[src/rtl/hf_reader_seq_pkg.sv]
// Shared HF reader codes: datapath minor modes, subcarrier codes and sequencer state encodings.
// Latency: n/a (definitions only).
// Backpressure: n/a.
package hf_reader_seq_pkg;

    localparam logic [3:0] FPGA_HF_READER_MODE_RECEIVE_IQ        = 4'd0;
    localparam logic [3:0] FPGA_HF_READER_MODE_RECEIVE_AMPLITUDE = 4'd1;
    localparam logic [3:0] FPGA_HF_READER_MODE_RECEIVE_PHASE     = 4'd2;
    localparam logic [3:0] FPGA_HF_READER_MODE_SEND_FULL_MOD     = 4'd3;
    localparam logic [3:0] FPGA_HF_READER_MODE_SEND_SHALLOW_MOD  = 4'd4;
    localparam logic [3:0] FPGA_HF_READER_MODE_SNIFF_IQ          = 4'd5;
    localparam logic [3:0] FPGA_HF_READER_MODE_SNIFF_AMPLITUDE   = 4'd6;
    localparam logic [3:0] FPGA_HF_READER_MODE_SNIFF_PHASE       = 4'd7;
    localparam logic [3:0] FPGA_HF_READER_MODE_SEND_JAM          = 4'd8;

    localparam logic [1:0] FPGA_HF_READER_SUBCARRIER_848_KHZ     = 2'd0;
    localparam logic [1:0] FPGA_HF_READER_SUBCARRIER_424_KHZ     = 2'd1;
    localparam logic [1:0] FPGA_HF_READER_SUBCARRIER_212_KHZ     = 2'd2;
    localparam logic [1:0] FPGA_HF_READER_SUBCARRIER_424_484_KHZ = 2'd3;

    typedef enum logic [2:0] {
        HF_SEQ_ST_IDLE  = 3'd0,
        HF_SEQ_ST_TX    = 3'd1,
        HF_SEQ_ST_GUARD = 3'd2,
        HF_SEQ_ST_RX    = 3'd3
`ifdef HF_READER_SEQ_JAM_EN
        , HF_SEQ_ST_JAM = 3'd4
`endif
    } hf_seq_st_e;

    function automatic logic [3:0] hf_rx_mode(input logic iq);
        return iq ? FPGA_HF_READER_MODE_RECEIVE_IQ : FPGA_HF_READER_MODE_RECEIVE_AMPLITUDE;
    endfunction

endpackage

[src/rtl/hf_reader_seq_if.sv]
// Firmware-side control/status bundle of the HF reader sequencer.
// Latency: n/a (wires only).
// Backpressure: none; start is a pulse, abort a level.
interface hf_reader_seq_if #(parameter int FRAME_W = 8);
    logic               start;
    logic               abort;
    logic               cfg_full_mod;
    logic               cfg_rx_iq;
    logic [1:0]         cfg_subcarrier;
    logic [FRAME_W-1:0] cfg_tx_frames;
    logic [FRAME_W-1:0] cfg_guard_frames;
    logic [FRAME_W-1:0] cfg_rx_timeout;
    logic [FRAME_W-1:0] cfg_quiet_frames;
    logic               cfg_jam;
    logic               rx_activity;
    logic [3:0]         minor_mode;
    logic [1:0]         subcarrier_frequency;
    logic               frame_strobe;
    logic               rx_window;
    logic               busy;
    logic               done;
    logic               timed_out;

    modport master (
        output start, abort, cfg_full_mod, cfg_rx_iq, cfg_subcarrier, cfg_tx_frames,
               cfg_guard_frames, cfg_rx_timeout, cfg_quiet_frames, cfg_jam, rx_activity,
        input  minor_mode, subcarrier_frequency, frame_strobe, rx_window, busy, done, timed_out
    );

    modport slave (
        input  start, abort, cfg_full_mod, cfg_rx_iq, cfg_subcarrier, cfg_tx_frames,
               cfg_guard_frames, cfg_rx_timeout, cfg_quiet_frames, cfg_jam, rx_activity,
        output minor_mode, subcarrier_frequency, frame_strobe, rx_window, busy, done, timed_out
    );
endinterface

[src/rtl/hf_seq_frame_timer.sv]
// Free-running correlation-frame phase counter with frame strobe, boundary flag and a loadable frame down-counter.
// Latency: strobe registered, high during phase 0; boundary is combinational on the last phase.
// Backpressure: none.
module hf_seq_frame_timer #(
    parameter int FRAME_W = 8,
    parameter int PHASE_W = 6
) (
    input  logic               ck_1356meg,
    input  logic               rst_n,
    input  logic               load,
    input  logic               dec,
    input  logic [FRAME_W-1:0] load_val,
    output logic               boundary,
    output logic               frame_strobe,
    output logic [FRAME_W-1:0] cnt
);
    logic [PHASE_W-1:0] phase_q, phase_d;
    logic               strobe_q, strobe_d;
    logic [FRAME_W-1:0] cnt_q, cnt_d;

    always_comb begin
        phase_d  = phase_q + PHASE_W'(1);
        strobe_d = (phase_d == '0);
        cnt_d    = cnt_q;
        if (load) begin
            cnt_d = load_val;
        end else if (dec && (cnt_q != '0)) begin
            cnt_d = cnt_q - FRAME_W'(1);
        end
    end

    always_ff @(negedge ck_1356meg or negedge rst_n) begin
        if (!rst_n) begin
            phase_q  <= '0;
            strobe_q <= 1'b0;
            cnt_q    <= '0;
        end else begin
            phase_q  <= phase_d;
            strobe_q <= strobe_d;
            cnt_q    <= cnt_d;
        end
    end

    assign boundary     = &phase_q;
    assign frame_strobe = strobe_q;
    assign cnt          = cnt_q;
endmodule

[src/rtl/hf_reader_seq.sv]
// Sequences one HF reader exchange IDLE -> TX -> GUARD -> RX -> IDLE; optional JAM after TX with HF_READER_SEQ_JAM_EN.
// Latency: start commits at the next frame boundary (<=64 clk); every mode change lands on phase 0.
// Backpressure: start ignored while busy or already pending; abort wins at the boundary.
module hf_reader_seq #(
    parameter int FRAME_W = 8,
    parameter int PHASE_W = 6
) (
    input  logic             ck_1356meg,
    input  logic             rst_n,
    hf_reader_seq_if.slave   bus
);
    import hf_reader_seq_pkg::*;

    hf_seq_st_e         state_q, state_d, post_tx_st;
    logic               pend_q, pend_d, abort_q, abort_d, seen_q, seen_d;
    logic               done_q, done_d, timed_out_q, timed_out_d;
    logic               full_mod_q, full_mod_d, rx_iq_q, rx_iq_d;
    logic [1:0]         sub_q, sub_d;
    logic [FRAME_W-1:0] tx_q, tx_d, guard_q, guard_d, tmo_q, tmo_d, quiet_q, quiet_d;
    logic [FRAME_W-1:0] post_tx_len, ld_val, cnt;
    logic               ld, dec, boundary, cnt_le1;
    logic [3:0]         mode;
`ifdef HF_READER_SEQ_JAM_EN
    logic               jam_q, jam_d;
`else
    logic               unused_cfg_jam;
    assign unused_cfg_jam = bus.cfg_jam;
`endif

    hf_seq_frame_timer #(.FRAME_W(FRAME_W), .PHASE_W(PHASE_W)) u_timer (
        .ck_1356meg   (ck_1356meg),
        .rst_n        (rst_n),
        .load         (ld),
        .dec          (dec),
        .load_val     (ld_val),
        .boundary     (boundary),
        .frame_strobe (bus.frame_strobe),
        .cnt          (cnt)
    );

    assign cnt_le1 = (cnt <= FRAME_W'(1));

    always_comb begin
        state_d     = state_q;
        pend_d      = pend_q;
        abort_d     = abort_q | bus.abort;
        seen_d      = seen_q;
        timed_out_d = timed_out_q;
        full_mod_d  = full_mod_q;
        rx_iq_d     = rx_iq_q;
        sub_d       = sub_q;
        tx_d        = tx_q;
        guard_d     = guard_q;
        tmo_d       = tmo_q;
        quiet_d     = quiet_q;
`ifdef HF_READER_SEQ_JAM_EN
        jam_d       = jam_q;
`endif
        ld          = 1'b0;
        dec         = 1'b0;
        // A zero guard skips straight to RX, so the "after TX" target is shared by IDLE and TX.
        post_tx_st  = (guard_q != '0) ? HF_SEQ_ST_GUARD : HF_SEQ_ST_RX;
        post_tx_len = (guard_q != '0) ? guard_q : tmo_q;
        ld_val      = post_tx_len;

        if (bus.start && (state_q == HF_SEQ_ST_IDLE) && !pend_q) begin
            pend_d      = 1'b1;
            timed_out_d = 1'b0;
            full_mod_d  = bus.cfg_full_mod;
            rx_iq_d     = bus.cfg_rx_iq;
            sub_d       = bus.cfg_subcarrier;
            tx_d        = bus.cfg_tx_frames;
            guard_d     = bus.cfg_guard_frames;
            tmo_d       = bus.cfg_rx_timeout;
            quiet_d     = bus.cfg_quiet_frames;
`ifdef HF_READER_SEQ_JAM_EN
            jam_d       = bus.cfg_jam;
`endif
        end

        if (boundary) begin
            abort_d = 1'b0;
            if (abort_q || bus.abort) begin
                state_d = HF_SEQ_ST_IDLE;
                pend_d  = 1'b0;
            end else begin
                case (state_q)
                    HF_SEQ_ST_IDLE: if (pend_q) begin
                        pend_d  = 1'b0;
                        ld      = 1'b1;
                        seen_d  = 1'b0;
                        state_d = (tx_q != '0) ? HF_SEQ_ST_TX : post_tx_st;
                        ld_val  = (tx_q != '0) ? tx_q : post_tx_len;
                    end
                    HF_SEQ_ST_TX: if (cnt_le1) begin
                        ld      = 1'b1;
                        seen_d  = 1'b0;
                        state_d = post_tx_st;
`ifdef HF_READER_SEQ_JAM_EN
                        if (jam_q) begin
                            state_d = HF_SEQ_ST_JAM;
                            ld_val  = tmo_q;
                        end
`endif
                    end else begin
                        dec = 1'b1;
                    end
                    HF_SEQ_ST_GUARD: if (cnt_le1) begin
                        ld      = 1'b1;
                        ld_val  = tmo_q;
                        seen_d  = 1'b0;
                        state_d = HF_SEQ_ST_RX;
                    end else begin
                        dec = 1'b1;
                    end
                    // One counter serves both the initial timeout and the post-activity quiet run.
                    HF_SEQ_ST_RX: if (bus.rx_activity) begin
                        seen_d = 1'b1;
                        ld     = 1'b1;
                        ld_val = quiet_q;
                    end else if (cnt_le1) begin
                        state_d = HF_SEQ_ST_IDLE;
                        if (!seen_q) timed_out_d = 1'b1;
                    end else begin
                        dec = 1'b1;
                    end
`ifdef HF_READER_SEQ_JAM_EN
                    HF_SEQ_ST_JAM: if (cnt_le1) state_d = HF_SEQ_ST_IDLE;
                                   else dec = 1'b1;
`endif
                    default: state_d = HF_SEQ_ST_IDLE;
                endcase
            end
        end

        done_d = (state_q != HF_SEQ_ST_IDLE) && (state_d == HF_SEQ_ST_IDLE);
    end

    always_ff @(negedge ck_1356meg or negedge rst_n) begin
        if (!rst_n) begin
            state_q     <= HF_SEQ_ST_IDLE;
            pend_q      <= 1'b0;
            abort_q     <= 1'b0;
            seen_q      <= 1'b0;
            done_q      <= 1'b0;
            timed_out_q <= 1'b0;
            full_mod_q  <= 1'b0;
            rx_iq_q     <= 1'b0;
            sub_q       <= FPGA_HF_READER_SUBCARRIER_848_KHZ;
            tx_q        <= '0;
            guard_q     <= '0;
            tmo_q       <= '0;
            quiet_q     <= '0;
`ifdef HF_READER_SEQ_JAM_EN
            jam_q       <= 1'b0;
`endif
        end else begin
            state_q     <= state_d;
            pend_q      <= pend_d;
            abort_q     <= abort_d;
            seen_q      <= seen_d;
            done_q      <= done_d;
            timed_out_q <= timed_out_d;
            full_mod_q  <= full_mod_d;
            rx_iq_q     <= rx_iq_d;
            sub_q       <= sub_d;
            tx_q        <= tx_d;
            guard_q     <= guard_d;
            tmo_q       <= tmo_d;
            quiet_q     <= quiet_d;
`ifdef HF_READER_SEQ_JAM_EN
            jam_q       <= jam_d;
`endif
        end
    end

    always_comb begin
        mode = FPGA_HF_READER_MODE_RECEIVE_AMPLITUDE;
        case (state_q)
            HF_SEQ_ST_TX:    mode = full_mod_q ? FPGA_HF_READER_MODE_SEND_FULL_MOD
                                               : FPGA_HF_READER_MODE_SEND_SHALLOW_MOD;
            HF_SEQ_ST_GUARD,
            HF_SEQ_ST_RX:    mode = hf_rx_mode(rx_iq_q);
`ifdef HF_READER_SEQ_JAM_EN
            HF_SEQ_ST_JAM:   mode = FPGA_HF_READER_MODE_SEND_JAM;
`endif
            default:         mode = FPGA_HF_READER_MODE_RECEIVE_AMPLITUDE;
        endcase
    end

    assign bus.minor_mode           = mode;
    assign bus.subcarrier_frequency = sub_q;
    assign bus.rx_window            = (state_q == HF_SEQ_ST_RX);
    assign bus.busy                 = (state_q != HF_SEQ_ST_IDLE);
    assign bus.done                 = done_q;
    assign bus.timed_out            = timed_out_q;
endmodule

[src/flat_wrapper.sv]
// flat-port wrapper written by rule: the top's interface ports become plain ports
module hf_reader_seq_flat import hf_reader_seq_pkg::*;
#(
    parameter int FRAME_W = 8,
    parameter int PHASE_W = 6
)
  (ck_1356meg, rst_n, bus_start, bus_abort, bus_cfg_full_mod, bus_cfg_rx_iq, bus_cfg_subcarrier, bus_cfg_tx_frames, bus_cfg_guard_frames, bus_cfg_rx_timeout, bus_cfg_quiet_frames, bus_cfg_jam, bus_rx_activity, bus_minor_mode, bus_subcarrier_frequency, bus_frame_strobe, bus_rx_window, bus_busy, bus_done, bus_timed_out);
  hf_reader_seq_if #(.FRAME_W(FRAME_W)) bus_i ();
  input  logic ck_1356meg;
  input  logic rst_n;
  input wire logic [$bits(bus_i.start)-1:0] bus_start;
  input wire logic [$bits(bus_i.abort)-1:0] bus_abort;
  input wire logic [$bits(bus_i.cfg_full_mod)-1:0] bus_cfg_full_mod;
  input wire logic [$bits(bus_i.cfg_rx_iq)-1:0] bus_cfg_rx_iq;
  input wire logic [$bits(bus_i.cfg_subcarrier)-1:0] bus_cfg_subcarrier;
  input wire logic [$bits(bus_i.cfg_tx_frames)-1:0] bus_cfg_tx_frames;
  input wire logic [$bits(bus_i.cfg_guard_frames)-1:0] bus_cfg_guard_frames;
  input wire logic [$bits(bus_i.cfg_rx_timeout)-1:0] bus_cfg_rx_timeout;
  input wire logic [$bits(bus_i.cfg_quiet_frames)-1:0] bus_cfg_quiet_frames;
  input wire logic [$bits(bus_i.cfg_jam)-1:0] bus_cfg_jam;
  input wire logic [$bits(bus_i.rx_activity)-1:0] bus_rx_activity;
  output wire logic [$bits(bus_i.minor_mode)-1:0] bus_minor_mode;
  output wire logic [$bits(bus_i.subcarrier_frequency)-1:0] bus_subcarrier_frequency;
  output wire logic [$bits(bus_i.frame_strobe)-1:0] bus_frame_strobe;
  output wire logic [$bits(bus_i.rx_window)-1:0] bus_rx_window;
  output wire logic [$bits(bus_i.busy)-1:0] bus_busy;
  output wire logic [$bits(bus_i.done)-1:0] bus_done;
  output wire logic [$bits(bus_i.timed_out)-1:0] bus_timed_out;
  assign bus_i.start = bus_start;
  assign bus_i.abort = bus_abort;
  assign bus_i.cfg_full_mod = bus_cfg_full_mod;
  assign bus_i.cfg_rx_iq = bus_cfg_rx_iq;
  assign bus_i.cfg_subcarrier = bus_cfg_subcarrier;
  assign bus_i.cfg_tx_frames = bus_cfg_tx_frames;
  assign bus_i.cfg_guard_frames = bus_cfg_guard_frames;
  assign bus_i.cfg_rx_timeout = bus_cfg_rx_timeout;
  assign bus_i.cfg_quiet_frames = bus_cfg_quiet_frames;
  assign bus_i.cfg_jam = bus_cfg_jam;
  assign bus_i.rx_activity = bus_rx_activity;
  assign bus_minor_mode = bus_i.minor_mode;
  assign bus_subcarrier_frequency = bus_i.subcarrier_frequency;
  assign bus_frame_strobe = bus_i.frame_strobe;
  assign bus_rx_window = bus_i.rx_window;
  assign bus_busy = bus_i.busy;
  assign bus_done = bus_i.done;
  assign bus_timed_out = bus_i.timed_out;
  hf_reader_seq #(.FRAME_W(FRAME_W), .PHASE_W(PHASE_W)) u_core (.ck_1356meg(ck_1356meg), .rst_n(rst_n), .bus(bus_i));
endmodule
[config.mk]
export PLATFORM = sky130hd
export DESIGN_NAME = hf_reader_seq_flat
export DESIGN_NICKNAME = d
export VERILOG_FILES = /design/src/rtl/hf_reader_seq_pkg.sv /design/src/rtl/hf_reader_seq_if.sv /design/src/rtl/hf_seq_frame_timer.sv /design/src/rtl/hf_reader_seq.sv /design/src/flat_wrapper.sv
export SDC_FILE = /design/constraint.sdc
export NUM_CORES = 1
export LEC_CHECK = 0
export ABC_AREA = 1
export BUFFER_PORTS_ARGS = -buffer_cell sky130_fd_sc_hd__buf_2
export CAP_MARGIN = 20
export CORE_ASPECT_RATIO = 0.6
export CORE_UTILIZATION = 51
export DETAILED_ROUTE_END_ITERATION = 6
export PLACE_DENSITY_LB_ADDON = 0.3
export RECOVER_POWER = 50
export SLEW_MARGIN = 20
export SYNTH_ARGS = -nofsm -noshare
export SYNTH_HDL_FRONTEND = slang
export SYNTH_HIERARCHICAL = 1
export SYNTH_SLANG_ARGS = --single-unit
export TNS_END_PERCENT = 30
[constraint.sdc]
create_clock -name ck_1356meg -period 2.18 [get_ports ck_1356meg]
set_input_delay 0.436 -clock ck_1356meg [delete_from_list [all_inputs] [get_ports ck_1356meg]]
set_output_delay 0.436 -clock ck_1356meg [all_outputs]
set_load 0.01 [all_outputs]
## Word level (Yosys, flattened, before mapping)

Index checks and enable logic that the tools add are counted.
Widths: inputs -> output; s select.

- Bits in registers: 59
- Output and inout port bits: 11
- Logic and storage cells: 97

- Add/sub/neg operators: 2
- Order comparisons: 1
- Eq/ne operators: 6
- Multiplexer cells: 51
- Bitwise operators: 2
- Reduce and logical (&&, ||, !) cells: 19

Operator list:

| kind | number |
|---|---|
| $mux 8 | 9 |
| $mux 1 | 27 |
| $mux 3 | 9 |
| $pmux 8 s3 | 1 |
| $reduce_bool 8->1 | 3 |
| $pmux 3 s4 | 1 |
| $reduce_and 11->1 | 1 |
| $le 8x1->1 const B | 1 |
| $pmux 4 s2 | 1 |
| $sub 8x1->8 const B | 1 |
| $add 6x1->6 const B | 1 |
| $eq 3x2->1 const B | 2 |
| $logic_not 3->1 | 2 |
| $logic_not 6->1 | 1 |
| $pmux 1 s3 | 2 |
| $reduce_and 6->1 | 1 |
| $reduce_bool 3->1 | 2 |
| $logic_and 1x1->1 | 4 |
| $ne 2x1->1 const B | 2 |
| $reduce_or 2->1 | 2 |
| $eq 3x1->1 const B | 1 |
| $ne 2x2->1 const B | 1 |
| $pmux 1 s2 | 1 |
| $reduce_bool 2->1 | 1 |
| 4 further kinds | 4 |

## Depth between registers and ports, before layout

Gate-level depths: netlist of the first run.

- Depth in word-level cells: 10
- Depth in mapped cells: 16
- Gate-level depth less buffers: 16

## Modules after synthesis

Netlist of the first run, hierarchy kept.

By module, submodules not included:

| module | times used | cells each | area each (µm²) | seq. area each (µm²) |
|---|---|---|---|---|
| hf_reader_seq | 1 | 302 | 2254.7 | 1101.1 |
| hf_seq_frame_timer | 1 | 116 | 893.4 | 375.4 |

==> summary.txt, run 1 <==
Outcome
  – Result of the run: finished, violations left
  – Violations in the final reports: negative setup slack

Hold path
  – Hold path startpoint: u_core/u_timer/phase_q[0]
  – Class of the worst hold path: flop to flop
  – Hold Path Sink: u_core/u_timer/phase_q[0]
  – WHS Path Cells: 1

Die
  – I/O pin cnt: 53
  – Overall die width: slightly above 100 um
  – Row Count: 21
  – Die Footprint: ~0.0065 sq mm
  – Starting utilization of the core area: about 55%
  – Die extent in y: 62.86 um
  – Core region area: 0.005754 sq mm

Power and ir drop
  – Power per standard cell area: approximately 560 mW/mm^2
  – Total chip power: between 2 and 2.5 mW
  – Static Leakage: 2.025 nW
  – Peak ir drop on the vdd network: 416.4 uV

Layout
  – Inserted Diodes: 0
  – Layout Area Growth over Synthesis: 26.59%
  – Count of nets after finishing: roughly 550
  – Cell Count, Final, Fillers Out: slightly below 600
  – Share of final-layout standard cells stronger than drive strength 1: roughly a quarter

Synthesis
  – Count of synthesis-stage warnings from yosys: 6
  – Predominant post-synthesis flop cell: sky130_fd_sc_hd__dfrtn_1
  – Count of mapped cells out of synthesis: about 420
  – Register bit total from synthesis: 59
  – Sequential cell area fraction in the yosys report: 46.90%
  – Count leader, synth: sky130_fd_sc_hd__nand2_1
  – Number of enable-type register cells in the synthesized netlist: 0
  – Average instance area after synthesis: 7.531 sq um
  – Area of the mapped netlist: approximately 0.0031 sq mm
  – Cell accounting for the most synthesized area: sky130_fd_sc_hd__dfrtn_1
  – List of most frequent post-synthesis cells: sky130_fd_sc_hd__nand2_1 (157), sky130_fd_sc_hd__dfrtn_1 (59), sky130_fd_sc_hd__inv_1 (51), sky130_fd_sc_hd__o21ai_0 (41), sky130_fd_sc_hd__nor2_1 (32)
  – Share of synthesized registers carrying an async set or reset: 100.0%
  – Number of unique standard cell types used by synthesis: 34
  – Nets in the synthesized netlist: roughly 460
  – Yosys top cell area share: a little under half
  – Synth top area cells: sky130_fd_sc_hd__dfrtn_1 (47%), sky130_fd_sc_hd__nand2_1 (19%), sky130_fd_sc_hd__o21ai_0 (6.5%)

Timing
  – Number of hold violations in the final report: 0
  – Clock Skew: 0.006579 ns
  – Slew at the pin closest to its max-slew limit: around 0.52 ns
  – Setup slack of the critical path after layout: -0.5939 ns
  – Worst relative slew slack: 65.66%
  – Worst hold slack: around 0.35 ns
  – Max-slew violation count: 0
  – Unrepaired setup endpoints after global routing: yes
  – Final Setup Violations: 19

Clock network
  – Hold_buf cts: 0
  – TritonCTS clock tree: done
  – Sink count of the clock tree: 59
  – Cts bufs inserted: 9
  – Count of H-tree levels built during CTS: 3
  – Master cell of the clock root buffer: sky130_fd_sc_hd__clkbuf_8
  – Bufs on Longest Clock Path: 2
  – Clock slew at the register clock pins of the worst setup and hold paths: approximately 0.05 ns
  – Insertion delay of the later-clocked pin in the worst-skew pair: ~0.33 ns

Critical path
  – Endpoint of the worst register-to-register path: u_core/u_timer/cnt[3]
  – Worst setup slack for register-to-register paths: ~0.08 ns
  – Launching point of the worst reg2reg path: u_core/u_timer/phase_q[0]
  – Critical path data arrival time: between 2 and 2.5 ns
  – Critical path required time: approximately 1.7 ns
  – Element type at the critical path start: flop
  – Maximum fanout encountered on the critical timing path: 3
  – Crit path capture type: primary output
  – Worst Reg-to-Reg Cells: 16
  – Critical setup path kind: flop to primary output

Placement
  – Weighted congestion reported at the end of routability-driven placement: a little under 0.9
  – Number of cells in the design after placement: around 560
  – Number of I/O port buffers: 50
  – Detailed Place HPWL: 5706 um

Drt
  – Vias after detailed routing: approximately 3,000
  – First-pass detailed-route iteration total: 5
  – DRT Wirelength: between 7000 and 8000 um
  – Via-per-instance ratio: 5.133
  – Wire length per cell after detailed routing: roughly 13 um
  – Post-DRT Antenna Nets: 0
  – DRC errors left: 0
  – Violation count after the first detailed-route iteration: around 200

Global routing
  – Global routing usage on met3: around 8.6%
  – Met2 Resource Use GR: 37.75%
  – Total congestion overflow: 0
  – GR Util met1: around two fifths
  – Vias in the first global route: about 2,800
  – Number of antenna violations at the first check in global routing: 0
  – GR peak layer: met1
  – First-pass GRT wire length: between 10,000 and 15,000 um
  – Maximum number of pins on one net before global-route repair: 33
  – Overall fraction of global-route tracks in use: 26.92%

Job
  – Number of maximum-capacitance constraint violations: 0
==> cell type report <==
| cell class | instances | area, sq um |
|---|---|---|
| fill | 456 | 1769 |
| sequential | 59 | 1476 |
| multi-input combinational | 294 | 1470 |
| timing repair buffer | 81 | 529.3 |
| inverter | 56 | 221.5 |
| clock buffer | 11 | 151.4 |
| tap | 80 | 100.1 |
| clock inverter | 5 | 36.28 |
==> registers in the layout, indices dropped and copies added, names as in the netlist, 2 cells and up <==
register                         cells
u_core/guard_q                       8
u_core/quiet_q                       8
u_core/tmo_q                         8
u_core/tx_q                          8
u_core/u_timer/cnt                   8
u_core/u_timer/phase_q               6
u_core/state_q                       3
u_core/bus.subcarrier_frequency      2
==> placed cells by master (no fill, tap or decap), types with 3 or more instances in the layout <==
cell / Yosys / layout
sky130_fd_sc_hd__o221ai_1: 8 / 8
sky130_fd_sc_hd__ha_1: 3 / 3
sky130_fd_sc_hd__dfrtn_1: 59 / 59
sky130_fd_sc_hd__nor2_4: 3 / 7
sky130_fd_sc_hd__buf_6: 0 / 6
sky130_fd_sc_hd__nand2_2: 2 / 3
sky130_fd_sc_hd__nand3_1: 20 / 19
sky130_fd_sc_hd__buf_4: 1 / 23
sky130_fd_sc_hd__inv_2: 4 / 5
sky130_fd_sc_hd__nor2_1: 32 / 29
sky130_fd_sc_hd__buf_2: 5 / 45
sky130_fd_sc_hd__inv_1: 51 / 48
sky130_fd_sc_hd__o21ai_1: 0 / 3
sky130_fd_sc_hd__nand2_1: 157 / 156
sky130_fd_sc_hd__o21ai_2: 4 / 5
sky130_fd_sc_hd__clkbuf_1: 0 / 3
sky130_fd_sc_hd__clkbuf_8: 0 / 11
sky130_fd_sc_hd__o21ai_0: 41 / 37
sky130_fd_sc_hd__clkinvlp_4: 0 / 3
==> critical path: stages, from the launching register on <==
cell and delay, ns:
sky130_fd_sc_hd__dfrtn_1 0.43, sky130_fd_sc_hd__inv_2 0.08, sky130_fd_sc_hd__nor2_4 0.16, sky130_fd_sc_hd__nand2_2 0.09, sky130_fd_sc_hd__inv_2 0.07, sky130_fd_sc_hd__buf_6 0.09
==> where the power goes <==
part | switching, mW | internal (mW)
clock network | 0.455 | 0.475
registers | 0.0175 | 1.14
logic | 0.0945 | 0.0634
==> metal layers <==
layer | wire length, um | vias up
li1 | - | 1484
met1 | 3632 | 1366
met2 | 3403 | 146
met3 | 723 | 12
met4 | 90 | 0
met5 | 0 | -
==> worst max path at each step <==
| stage | depth (start not counted) | slack [ns] | endpoint | from |
|---|---|---|---|---|
| floorplan | 12 | -0.50 | u_core/u_timer/cnt[0] | bus_abort |
| global placement | 13 | -0.72 | u_core/u_timer/cnt[0] | bus_abort |
| detailed placement | 13 | -0.76 | u_core/u_timer/cnt[1] | bus_abort |
| CTS | 4 | -0.59 | bus_minor_mode[0] | u_core/state_q[0] |
| global route | 4 | -0.65 | bus_minor_mode[0] | u_core/state_q[0] |
| finish | 5 | -0.59 | bus_rx_window | u_core/state_q[1] |
==> logic make-up after synthesis <==
family	count (synthesis)	share of synthesized area, %
AOI/OAI and AO/OA	61	12.40
and+or+nand+nor	226	30.29
other	1	0.1191
DFF	59	46.90
xor gates and xnor gates	3	0.8348
adders and majority gates	3	1.192
buffers and inverters	65	8.267
==> what timing repair did <==
action                     4_1_cts  5_1_grt
resized for setup                8        6
buffers inserted                 2        4
pin swaps                       11        2
gates cloned                     0        0
setup endpoints to repair       19       19
==> through the flow <==
step	instance area, sq um	setup slack, ns	TNS, ns	util (%)
floorplan	3197	-0.4955	-4.748	-
global placement	3729	-0.7182	-15.56	64.80
detailed placement	3729	-0.7592	-16.39	64.80
finish	3985	-0.5939	-6.098	69.25
CTS	3961	-0.5893	-6.257	68.84
global route	3985	-0.6543	-7.383	69.25
No activity file was read; power rests on OpenSTA's default activity.
==> inputs of run 2 (changes only) <==
Settings changed: CORE_ASPECT_RATIO 0.6 to default.
==> run 2 against run 1 <==
- via count shrank 2.7%
- sequential share of layout area decreased by 0.50 points
- clock-buffer cell count down 1
- first-iteration DRC count down 4.9%
- core utilization down 1.0 points
- critical endpoint unchanged
- cell area up 1.4%
- register-to-register slack barely moved
- clock power rose by 18%
- the run still ends with negative setup slack left
- clock skew down 0.0022 ns
==> summary.txt, run 2 (same netlist as run 1, synthesis figures left out) <==
Outcome
  – Result of the run: finished, violations left
  – Violations in the final reports: negative setup slack

Global routing
  – Number of antenna violations at the first check in global routing: 0 (unchanged)
  – Total congestion overflow: 0 (unchanged)
  – Vias in the first global route: 2,911 (+4.1%)
  – Maximum number of pins on one net before global-route repair: 60 (+82%)
  – Overall fraction of global-route tracks in use: 26.31% (-0.61 points)
  – First-pass GRT wire length: 12,820 um (-1.8%)

Drt
  – Vias after detailed routing: 2,927 (-2.7%)
  – DRC errors left: 0 (unchanged)
  – Via-per-instance ratio: 5.029 (-2.0%)
  – Wire length per cell after detailed routing: 13.02 um (-2.8%)
  – Violation count after the first detailed-route iteration: 193 (-4.9%)
  – Post-DRT Antenna Nets: 0 (unchanged)
  – DRT Wirelength: 7580 um (-3.4%)
  – First-pass detailed-route iteration total: 4 (-1)

Clock network
  – Sink count of the clock tree: 59 (unchanged)
  – Clock slew at the register clock pins of the worst setup and hold paths: 0.05 ns (about the same)
  – Bufs on Longest Clock Path: 2 (unchanged)
  – TritonCTS clock tree: done
  – Insertion delay of the later-clocked pin in the worst-skew pair: 0.33 ns (about the same)
  – Master cell of the clock root buffer: sky130_fd_sc_hd__clkbuf_8
  – Cts bufs inserted: 9 (unchanged)
  – Count of H-tree levels built during CTS: 3 (unchanged)

Power and ir drop
  – Power per standard cell area: 598.3 mW/mm^2 (+6.0%)
  – Total chip power: 2.417 mW (+7.5%)
  – Static Leakage: 2.061 nW (+1.8%)
  – Peak ir drop on the vdd network: 468.8 uV (+13%)

Critical path
  – Critical path buffers and inverters: 3 (unchanged)
  – Delay-heaviest family, CP: flip-flops
  – Max stage delay on crit path: 0.43 ns (about the same)
  – Endpoint of the worst register-to-register path: u_core/u_timer/cnt[4]
  – Critical path required time: 1.74 ns (about the same)
  – Worst setup slack for register-to-register paths: 0.09 ns (about the same)
  – Crit path capture type: primary output
  – Source of the critical timing path: u_core/state_q[1]
  – Cell with the largest stage delay on the worst path: sky130_fd_sc_hd__dfrtn_1
  – Critical path data arrival time: 2.34 ns (about the same)
  – Element type at the critical path start: flop
  – Launching point of the worst reg2reg path: u_core/state_q[0]
  – Most prevalent standard cell on the critical path: sky130_fd_sc_hd__inv_2
  – Critical setup path kind: flop to primary output
  – Depth of the critical timing path with buffers and inverters included: 5 (unchanged)
  – Worst Reg-to-Reg Cells: 12 (-4)
  – Endpoint of the worst setup timing path: bus_rx_window
  – Maximum fanout encountered on the critical timing path: 3 (unchanged)
  – Cells along the critical path: inv_2, nor2_4, nand2_2, inv_2, buf_6

Timing
  – Number of hold violations in the final report: 0 (unchanged)
  – Worst relative slew slack: 46.15% (-20 points)
  – Max-slew violation count: 0 (unchanged)
  – Slew at the pin closest to its max-slew limit: 0.8077 ns (+0.2927 ns)
  – Unrepaired setup endpoints after global routing: yes
  – Setup slack of the critical path after layout: -0.5958 ns (-0.001827 ns)
  – Final Setup Violations: 19 (unchanged)
  – Clock Skew: 0.004368 ns (-0.002211 ns)

Die
  – I/O pin cnt: 53 (unchanged)
  – Overall die width: 80.57 um (-22%)
  – Row Count: 28 (+33%)
  – Starting utilization of the core area: 53.17% (-1.5 points)
  – Die extent in y: 80.57 um (+28%)
  – Die Footprint: 0.006491 sq mm (-0.16%)
  – Core region area: 0.005921 sq mm (+2.9%)

Layout
  – Count of nets after finishing: 548 (+0.37%)
  – Highest-count cells in the layout ignoring fill and taps: sky130_fd_sc_hd__nand2_1 (155), sky130_fd_sc_hd__dfrtn_1 (59), sky130_fd_sc_hd__inv_1 (49), sky130_fd_sc_hd__buf_2 (46), sky130_fd_sc_hd__o21ai_0 (38)
  – Layout Area Growth over Synthesis: 28.34%
  – Commonest non-fill, non-tap cell in the layout: sky130_fd_sc_hd__nand2_1
  – Inserted Diodes: 0 (unchanged)
  – Final cell utilization of the core: 68.24% (-1.0 points)
  – Cell Count, Final, Fillers Out: 582 (-0.68%)
  – Share of final-layout standard cells stronger than drive strength 1: 26.43% (+0.94 points)

Placement
  – Number of cells in the design after placement: 559 (-0.89%)
  – Weighted congestion reported at the end of routability-driven placement: 0.8599 (-1.7%)
  – Number of I/O port buffers: 50 (unchanged)
  – Detailed Place HPWL: 5220 um (-8.5%)
  – Post-placement worst setup slack: -0.7822 ns (-0.02295 ns)

Job
  – Number of maximum-capacitance constraint violations: 0 (unchanged)

Hold path
  – Class of the worst hold path: flop to flop
## run 2: cell count changes in the layout (fill, tap and decap cells not counted), moves of 2 or more
cell                         change
sky130_fd_sc_hd__clkbuf_1        -2
sky130_fd_sc_hd__buf_4           +5
sky130_fd_sc_hd__clkinvlp_4      -2
sky130_fd_sc_hd__bufinv_16       +2
## run 2: worst min path at each step
stage / depth (start not counted) / start / endpoint / slack, ns
after floorplan: 1 / u_core/u_timer/phase_q[0] / u_core/u_timer/phase_q[0] / 0.31
after global placement: 1 / u_core/u_timer/phase_q[0] / u_core/u_timer/phase_q[0] / 0.33
after detailed placement: 1 / u_core/u_timer/phase_q[0] / u_core/u_timer/phase_q[0] / 0.34
after CTS: 1 / u_core/u_timer/phase_q[0] / u_core/u_timer/phase_q[0] / 0.34
after global routing: 1 / u_core/u_timer/phase_q[0] / u_core/u_timer/phase_q[0] / 0.35
final: 1 / u_core/u_timer/phase_q[0] / u_core/u_timer/phase_q[0] / 0.33
## run 2: cell type report
cell class	instances	area [sq um]
tap	75	93.84
timing repair buffer	83	548.0
multi-input combinational	294	1488
fill	478	1881
clock buffer	10	137.6
inverter	56	219.0
sequential	59	1476
clock inverter	5	77.57
## run 2: where the power goes
part / internal, mW / switching, mW
Sequential: 1.14 / 0.0175
Combinational: 0.0616 / 0.0918
Clock: 0.664 / 0.439
Total: 1.87 / 0.548
## run 2: worst register-to-register path, cell delays in order (launching register included)
cell                       delay, ns
sky130_fd_sc_hd__dfrtn_1        0.39
sky130_fd_sc_hd__buf_4          0.16
sky130_fd_sc_hd__inv_1          0.11
sky130_fd_sc_hd__nand3_4        0.09
sky130_fd_sc_hd__buf_4          0.16
sky130_fd_sc_hd__nor2_1         0.19
sky130_fd_sc_hd__inv_2          0.15
sky130_fd_sc_hd__a21oi_4        0.20
sky130_fd_sc_hd__clkinv_2       0.17
sky130_fd_sc_hd__nand3_1        0.13
sky130_fd_sc_hd__nand2_1        0.05
sky130_fd_sc_hd__nand2_1        0.08
sky130_fd_sc_hd__o21ai_2        0.05
## run 2: through the flow
stage / TNS (ns) / area (sq um) / hold slack [ns]
2_1_floorplan: -4.748 / 3197 / 0.3147
3_3_place_gp: -14.09 / 3710 / 0.3280
3_5_place_dp: -15.77 / 3710 / 0.3363
4_1_cts: -5.642 / 4005 / 0.3378
5_1_grt: -6.943 / 4040 / 0.3474
6_report: -5.662 / 4040 / 0.3331
## run 2: what timing repair did
item,in CTS,in global routing
setup endpoints to repair,19,21
buffers inserted,5,3
pin swaps,11,4
gates resized for setup,9,5
hold buffers,0,0
## run 2: metal layers
layer / share of wire (%) / GRT usage, % / vias to the layer above
met5: 0 / 0 / -
met4: 1.4 / 11.79 / 0
met3: 4.2 / 3.523 / 11
met2: 49 / 45.76 / 74
met1: 46 / 32.22 / 1357
li1: - / - / 1485
==> inputs of run 3 (changes only) <==
Settings changed: CORE_ASPECT_RATIO from default to 1.2.
==> run 3 against run 2 <==
- the flow still finishes with violations (negative setup slack)
- register-to-register slack got worse by 0.03 ns
- total power shrank 11%
- non-clock buffer count is 4 lower
- combinational power barely moved
- core utilization is 2.6 points lower
- die area is essentially flat
- cell area shrank 2.3%
- critical path depth unchanged
- clock skew grew 0.0031 ns
- clock-buffer cell count unchanged
- cell count grew 0.52%
- first-iteration DRC count shrank 15%
- largest cell class is now registers
- largest power group unchanged
- highest routed layer unchanged
==> summary.txt, run 3 (same netlist as run 1, synthesis figures left out) <==
Outcome
  – Result of the run: finished, violations left
  – Violations in the final reports: negative setup slack

Critical path
  – Cell with the largest stage delay on the worst path: sky130_fd_sc_hd__dfrtn_1
  – Critical path buffers and inverters: 3 (unchanged)
  – Element type at the critical path start: flop
  – Worst setup slack for register-to-register paths: 0.06 ns (-0.03 ns)
  – Launching point of the worst reg2reg path: u_core/u_timer/phase_q[0]
  – Critical path data arrival time: 2.35 ns (about the same)
  – Max stage delay on crit path: 0.36 ns (-0.07 ns)
  – Maximum fanout encountered on the critical timing path: 3 (unchanged)
  – Crit path capture type: primary output
  – Critical path required time: 1.74 ns (about the same)
  – Cells along the critical path: buf_4, nor2_4, nand2_2, inv_2, buf_6
  – Worst Reg-to-Reg Cells: 16 (+4)
  – Delay-heaviest family, CP: flip-flops
  – Endpoint of the worst register-to-register path: u_core/u_timer/cnt[3]
  – Critical setup path kind: flop to primary output

Layout
  – Filler Cells Inserted: 506 (+5.9%)
  – Final cell utilization of the core: 65.66% (-2.6 points)
  – Combined flip-flop and latch cell area: 0.001476 sq mm (unchanged)
  – Count of nets after finishing: 544 (-0.73%)
  – Final std cell area, no fill: 0.003948 sq mm (-2.3%)
  – Inserted Diodes: 0 (unchanged)
  – Highest-count cells in the layout ignoring fill and taps: sky130_fd_sc_hd__nand2_1 (156), sky130_fd_sc_hd__dfrtn_1 (59), sky130_fd_sc_hd__inv_1 (48), sky130_fd_sc_hd__buf_2 (46), sky130_fd_sc_hd__o21ai_0 (32)
  – Share of final-layout standard cells stronger than drive strength 1: 25.05% (-1.4 points)
  – Commonest non-fill, non-tap cell in the layout: sky130_fd_sc_hd__nand2_1
  – Total area of multi-input combinational cells: 0.001469 sq mm (-1.3%)
  – Layout Area Growth over Synthesis: 25.40%

Hold path
  – Class of the worst hold path: flop to flop
  – Hold Path Sink: u_core/u_timer/phase_q[0]
  – Hold path startpoint: u_core/u_timer/phase_q[0]
  – WHS Path Cells: 1 (unchanged)

Timing
  – Number of hold violations in the final report: 0 (unchanged)
  – Slew at the pin closest to its max-slew limit: 0.8049 ns (-0.002799 ns)
  – Unrepaired setup endpoints after global routing: yes
  – Final Setup Violations: 19 (unchanged)
  – Max-slew violation count: 0 (unchanged)
  – Setup slack of the critical path after layout: -0.6043 ns (-0.008507 ns)
  – Worst relative slew slack: 46.34% (+0.19 points)
  – Clock Skew: 0.007485 ns (+0.003117 ns)

Clock network
  – Clock slew at the register clock pins of the worst setup and hold paths: 0.05 ns (about the same)
  – Count of H-tree levels built during CTS: 3 (unchanged)
  – Master cell of the clock root buffer: sky130_fd_sc_hd__clkbuf_8
  – Insertion delay of the later-clocked pin in the worst-skew pair: 0.33 ns (about the same)
  – Cts bufs inserted: 9 (unchanged)
  – Sink count of the clock tree: 59 (unchanged)
  – Bufs on Longest Clock Path: 2 (unchanged)
  – TritonCTS clock tree: done

Global routing
  – Overall fraction of global-route tracks in use: 26.33% (about the same)
  – Vias in the first global route: 2,893 (-0.62%)
  – Total congestion overflow: 0 (unchanged)
  – Maximum number of pins on one net before global-route repair: 60 (unchanged)
  – First-pass GRT wire length: 12,730 um (-0.70%)
  – Number of antenna violations at the first check in global routing: 0 (unchanged)

Die
  – Core region area: 0.006012 sq mm (+1.5%)
  – Die extent in y: 88.07 um (+9.3%)
  – Die Footprint: 0.006492 sq mm (about the same)
  – Overall die width: 73.72 um (-8.5%)
  – Row Count: 31 (+11%)
  – Starting utilization of the core area: 52.36% (-0.81 points)
  – I/O pin cnt: 53 (unchanged)

Power and ir drop
  – Static Leakage: 2.012 nW (-2.4%)
  – Fraction of power spent switching nets: 25.25% (+2.6 points)
  – Internal power: 1.607 mW (-14%)
  – Combinational power share: 7.1% (+0.8 points)
  – Peak ir drop on the vdd network: 442.4 uV (-5.6%)
  – Clock share of power: 38.9% (-6.7 points)
  – Power per standard cell area: 544.6 mW/mm^2 (-9.0%)
  – Proportion of power drawn by flip-flops and latches: 54.0% (+6.0 points)
  – Switching power total: 542.9 uW (-0.94%)
  – Total chip power: 2.150 mW (-11%)

Placement
  – Cell Area, Placed: 0.003696 sq mm (-0.37%)
  – Post-placement worst setup slack: -0.7351 ns (+0.04705 ns)
  – Weighted congestion reported at the end of routability-driven placement: 0.8454 (-1.7%)
  – Number of I/O port buffers: 50 (unchanged)
  – Detailed Place HPWL: 5302 um (+1.6%)

Drt
  – Post-DRT Antenna Nets: 0 (unchanged)
  – DRT Wirelength: 7472 um (-1.4%)
  – Violation count after the first detailed-route iteration: 165 (-15%)
  – Via-per-instance ratio: 4.968 (-1.2%)
  – DRC errors left: 0 (unchanged)
  – Vias after detailed routing: 2,906 (-0.72%)
  – Wire length per cell after detailed routing: 12.77 um (-1.9%)
  – First-pass detailed-route iteration total: 5 (+1)

Job
  – Number of maximum-capacitance constraint violations: 0 (unchanged)
==> run 3: layout make-up <==
cell class / instances / area share [%]
Clock buffer: 10 / 3.233
Clock inverter: 5 / 0.7924
Sequential cell: 59 / 37.40
Timing Repair Buffer: 79 / 13.22
Tap cell: 82 / 2.599
Multi-Input combinational cell: 294 / 37.21
Inverter: 56 / 5.547
==> run 3: worst max path at each step <==
stage	start	endpoint	slack [ns]	depth (start not counted)
6_report	u_core/state_q[2]	bus_rx_window	-0.60	5
4_1_cts	u_core/state_q[1]	bus_rx_window	-0.59	5
2_1_floorplan	bus_abort	u_core/u_timer/cnt[0]	-0.50	12
3_3_place_gp	bus_abort	u_core/u_timer/cnt[0]	-0.70	13
3_5_place_dp	bus_abort	u_core/u_timer/cnt[2]	-0.74	13
5_1_grt	u_core/state_q[2]	bus_rx_window	-0.64	5
==> run 3: per-layer routing <==
metal | vias to the layer above | wire, um | GRT usage, %
met5 | - | 0 | 0
met4 | 0 | 196 | 14.16
met3 | 21 | 297 | 4.948
met2 | 82 | 3784 | 44.37
met1 | 1331 | 3193 | 31.68
li1 | 1472 | - | -
==> run 3: timing repair <==
action	in CTS	in global routing
hold buffers	0	0
pin swaps	13	7
endpoints found under the setup margin	19	26
cloned	0	0
resized for setup	9	10
setup buffers	4	3
==> run 3: per-stage QoR <==
stage / setup TNS [ns] / hold slack, ns / std cells
4_1_cts: -5.983 / 0.3368 / 582
6_report: -5.946 / 0.3321 / 585
2_1_floorplan: -4.748 / 0.3147 / 418
5_1_grt: -7.551 / 0.3484 / 585
3_3_place_gp: -15.76 / 0.3256 / 563
3_5_place_dp: -16.99 / 0.3358 / 563
==> run 3: power by group through the flow <==
stage	combinational [mW]	clock, mW	sequential, mW
2_1_floorplan	0.0668	0	1.18
3_3_place_gp	0.151	0	1.18
3_5_place_dp	0.154	0	1.18
4_1_cts	0.156	0.854	1.16
5_1_grt	0.176	0.904	1.16
6_report	0.153	0.836	1.16
